==> config.mk <==
export PLATFORM = sky130hd
export DESIGN_NAME = sipo_rx_ctrl
export DESIGN_NICKNAME = d
export VERILOG_FILES = /design/src/rtl/sipo_rx_ctrl.sv
export SDC_FILE = /design/constraint.sdc
export NUM_CORES = 1
export LEC_CHECK = 0
export CELL_PAD_IN_SITES_DETAIL_PLACEMENT = 0
export CELL_PAD_IN_SITES_GLOBAL_PLACEMENT = 1
export CORE_MARGIN = 2
export CORE_UTILIZATION = 34
export DETAILED_ROUTE_END_ITERATION = 6
export PLACE_DENSITY = 0.77
export SYNTH_ARGS = -nofsm -noshare
export SYNTH_HDL_FRONTEND = slang
export SYNTH_SLANG_ARGS = --single-unit
==> constraint.sdc <==
create_clock -name clk -period 1.5 [get_ports clk]
set_input_delay 0.225 -clock clk [delete_from_list [all_inputs] [get_ports clk]]
set_output_delay 0.225 -clock clk [all_outputs]
set_load 0.02 [all_outputs]
==> src/rtl/sipo_rx_ctrl.sv <==
// sipo_rx_ctrl: serial receive controller driving an external shift-left SIPO register.
// Ports: clk/rst_n; rx serial line (idle high); bit_tick sample strobe; sipo_data readback;
//        shift_en/bit_out to the SIPO; data_out/data_valid/data_ready word handshake;
//        frame_err/overrun single-cycle event pulses; busy whenever not idle.
module sipo_rx_ctrl #(
  parameter int WIDTH = 8
) (
  input  logic             clk,
  input  logic             rst_n,
  input  logic             rx,
  input  logic             bit_tick,
  input  logic [WIDTH-1:0] sipo_data,
  output logic             shift_en,
  output logic             bit_out,
  output logic [WIDTH-1:0] data_out,
  output logic             data_valid,
  input  logic             data_ready,
  output logic             frame_err,
  output logic             overrun,
  output logic             busy
);

  localparam int CW = $clog2(WIDTH + 1);

  typedef enum logic [1:0] {IDLE, DATA, STOP, BREAK} state_t;

  state_t        state, state_nxt;
  logic [CW-1:0] cnt, cnt_nxt;
  logic          rx_meta, rx_s;
  logic          capture;

  // rx is asynchronous; flops reset to the idle-high level so reset never looks like a start bit.
  always_ff @(posedge clk or negedge rst_n) begin
    if (!rst_n) begin
      rx_meta <= 1'b1;
      rx_s    <= 1'b1;
    end else begin
      rx_meta <= rx;
      rx_s    <= rx_meta;
    end
  end

  always_ff @(posedge clk or negedge rst_n) begin
    if (!rst_n) begin
      state <= IDLE;
      cnt   <= '0;
    end else begin
      state <= state_nxt;
      cnt   <= cnt_nxt;
    end
  end

  // Everything advances only on bit_tick; shift_en and frame_err are combinational
  // so they last exactly the tick cycle that caused them.
  always_comb begin
    state_nxt = state;
    cnt_nxt   = cnt;
    shift_en  = 1'b0;
    bit_out   = 1'b0;
    frame_err = 1'b0;
    capture   = 1'b0;
    if (bit_tick) begin
      case (state)
        IDLE: begin
          if (!rx_s) begin
            state_nxt = DATA;
            cnt_nxt   = '0;
          end
        end
        DATA: begin
          shift_en = 1'b1;
          bit_out  = rx_s;
          cnt_nxt  = cnt + CW'(1);
          if (cnt == CW'(WIDTH - 1)) state_nxt = STOP;
        end
        STOP: begin
          if (rx_s) begin
            capture   = 1'b1;
            state_nxt = IDLE;
          end else begin
            frame_err = 1'b1;
            state_nxt = BREAK;
          end
        end
        BREAK: begin
          if (rx_s) state_nxt = IDLE;
        end
        default: state_nxt = IDLE;
      endcase
    end
  end

  // A good frame is dropped only if the previous word is still held and not being taken now.
  assign overrun = capture & data_valid & ~data_ready;
  assign busy    = (state != IDLE);

  always_ff @(posedge clk or negedge rst_n) begin
    if (!rst_n) begin
      data_out   <= '0;
      data_valid <= 1'b0;
    end else if (capture) begin
      if (!data_valid || data_ready) begin
        data_out   <= sipo_data;
        data_valid <= 1'b1;
      end
    end else if (data_valid && data_ready) begin
      data_valid <= 1'b0;
    end
  end

endmodule
==> metrics.cfg <==
[synth]
synth_area_leaders=dfrtp_1, mux2_4, dfstp_2
synth.top_cell.area_share_pct=48.7
synth_most_common_cell=dfrtp_1
avgSynthCellArea_um2=14.0
synthesis.nets=69
synth_fa_ha_area_share_pct=1.62
yosysUniqueCellTypes=25
yosysTopAreaCell=dfrtp_1
synthMuxAreaShare_pct=18.5
yosys.area_share.simple_pct=15.3
ys_seq_area_share_pct=55.5
syn-cell-area_um2=771
synthCells=55
yosysWarnings=0
synth_edf_count=0
ys_ff_latch=17
ys_async_sr_fraction_pct=100
synth_top_family_by_area=multiplexers
synth_top_flop_cell=dfrtp_1
synthXorXnorAreaFrac_pct=0
synth_commonest_cells=dfrtp_1, mux2_4, a22o_1, nand2_1
synth_compound_area_share_pct=6.66

[cts]
cts_buffers=3
clock_sinks=17
root_buffer=clkbuf_4
cts_buffer_depth=2
cts_tree=built
cts.clk_slew.worst_paths_ns=0.10
clock_latency_ns=0.28
cts.htree.levels=1
cts_hold_buf=0

[worst_setup_path]
startpoint=state[0]
max_stage_delay_ns=0.43
crit_chain=nand4b_2 -> buf_4 -> nor2b_4 -> buf_12 -> mux2_4
worst-path-stages=5
critPathCapture=data_out[5]
startpoint_type=flip-flop
crit_buf_inv=2
crit_slowest_cell=dfrtp_1
cpLargestDelayFamily=flip-flops
crit_path_max_fanout=8
critical_path_class=reg2reg
endpoint_kind=flip-flop
ff2ff_path_depth=5
rr_endpoint=data_out[5]
r2r-start=state[0]
arrival_ns=1.65
worst_ep_required_time_ns=1.67
reg2reg_slack_ns=0.02

[global_route]
grt.total_usage_pct=13.5
grt_max_degree=18
overflow=0
grt_pass1_wl_um=2620
grt_antenna_before_repair=0
grt_pass1_vias=589

[die]
io_pins=27
core_um2=2170
rows=17
die-width_um=51.6
start_util_pct=35.5
dieArea_um2=2660
fp.dieH_um=51.6

[place]
dp_cells=118
dpl_cell_area_um2=1140
place_worst_setup_slack_ns=-0.408
hpwl_um=1140
gp_congestion=0.733
io_buffers=26

[timing]
worstMarginPinSlew_ns=0.307
skew_ns=0.00522
maxSlewViolCount=0
min_period_ns=1.48
hold_viol_final=0
finalSetupViolCount=0
max-slew-margin-rel_pct=79.4
max_freq_mhz=676
rsz0062_at_grt=true
worst_slack_ns=0.0214
period_share_pct=98.6
holdWs_ns=0.258

[run_status]
outcome=finished, final reports clean

[min_path]
hold_path.class=in2async

[run]
drv_cap=0

[routing]
wire_per_inst_um=12.4
drtPass1Iterations=6
num_vias=576
routed_wl_um=1550
drtIter0Drc=3
postRouteAntennaNets=0
drc=0
via_per_inst=4.61

[power_and_ir_drop]
leakagePower_nw=0.697
powerDensity_nw_per_um2=1420
power_mw=1.72
peakVddDrop_v=0.000788

[final_layout]
n_antenna_cell=0
drive_above_1_share_pct=40.2
area_growth_pct=56.7
stdcell_count=125
final_area_um2=1210
nNetsFinal=112

cell type report:
| type | count | area [µm²] |
|---|---|---|
| Fill cell | 214 | 962 |
| Sequential cell | 17 | 428 |
| Timing Repair Buffer | 39 | 378 |
| Multi-Input combinational cell | 35 | 333 |
| Tap cell | 28 | 35.0 |
| Clock buffer | 4 | 26.3 |
| Inverter | 2 | 7.51 |
routing by layer:
layer  track usage [%]  wire length, µm  vias to the layer above
li1                  -                -                      279
met1              16.6              664                      274
met2              22.6              788                       23
met3              2.59              100                        0
met4              6.58                0                        0
met5                 0                0                        -
cells in the final DEF, fill, tap and decap left out:
cell type | Yosys | routed
buf_6 | 1 | 4
nand4bb_1 | 1 | 1
nand2b_1 | 1 | 1
dlygate4sd2_1 | 0 | 4
nor2_1 | 2 | 2
inv_1 | 2 | 2
mux2_4 | 8 | 8
a21o_1 | 1 | 1
a22o_1 | 3 | 3
clkbuf_4 | 0 | 3
or2_2 | 1 | 1
o21ai_1 | 0 | 1
clkbuf_1 | 0 | 1
dfstp_2 | 2 | 2
dlymetal6s2s_1 | 0 | 6
and4b_1 | 1 | 1
buf_12 | 0 | 1
and2b_2 | 1 | 1
nand2_1 | 3 | 3
clkdlybuf4s50_1 | 0 | 11
nand3_1 | 1 | 1
buf_4 | 0 | 11
and2_4 | 0 | 1
a22oi_1 | 1 | 1
nor3_1 | 1 | 1
and3b_2 | 0 | 1
buf_2 | 0 | 2
mux2_2 | 2 | 2
nor3b_1 | 1 | 1
nor2b_4 | 0 | 1
nand4b_2 | 1 | 1
o21ai_0 | 2 | 1
dfrtp_1 | 15 | 15
ha_1 | 1 | 1
cell families (layout without fill, tap and decap cells):
family / after synthesis / in the layout
adders and majority gates: 1 / 1
DFF: 17 / 17
AOI/OAI and AO/OA: 7 / 7
muxes: 10 / 10
and+or+nand+nor: 17 / 17
buffers and inverters: 3 / 45
stage by stage:
stage	util (%)	TNS, ns
6_report	55.7	0
5_1_grt	55.7	-0.274
4_1_cts	54.4	0
3_5_place_dp	52.7	-4.76
3_3_place_gp	52.7	-4.43
2_1_floorplan	-	0
registers in the layout (all words and copies together) (netlist names):
name	flops
rx_meta	1
data_out	8
rx_s	1
state	2
data_valid	1
cnt	4
where the power goes:
group / switching (mW) / internal, mW
Sequential: 0.105 / 0.599
Combinational: 0.315 / 0.463
Clock: 0.133 / 0.103
worst min-delay path by stage:
stage / start / to / slack (ns) / cells past startpoint
global route: rst_n / state[1] / 0.27 / 2
floorplan: rst_n / cnt[0] / -0.07 / 0
CTS: rst_n / cnt[2] / 0.26 / 2
detailed placement: rx_meta / rx_s / 0.35 / 0
finish: rst_n / cnt[2] / 0.26 / 2
global placement: rx_meta / rx_s / 0.35 / 0
repair_timing:
action,CTS,global route
buffers inserted,2,1
setup endpoints to repair,16,23
gates cloned,0,0
pin swaps,0,2
gates resized for setup,30,12
(Power assumes the default switching activity.)
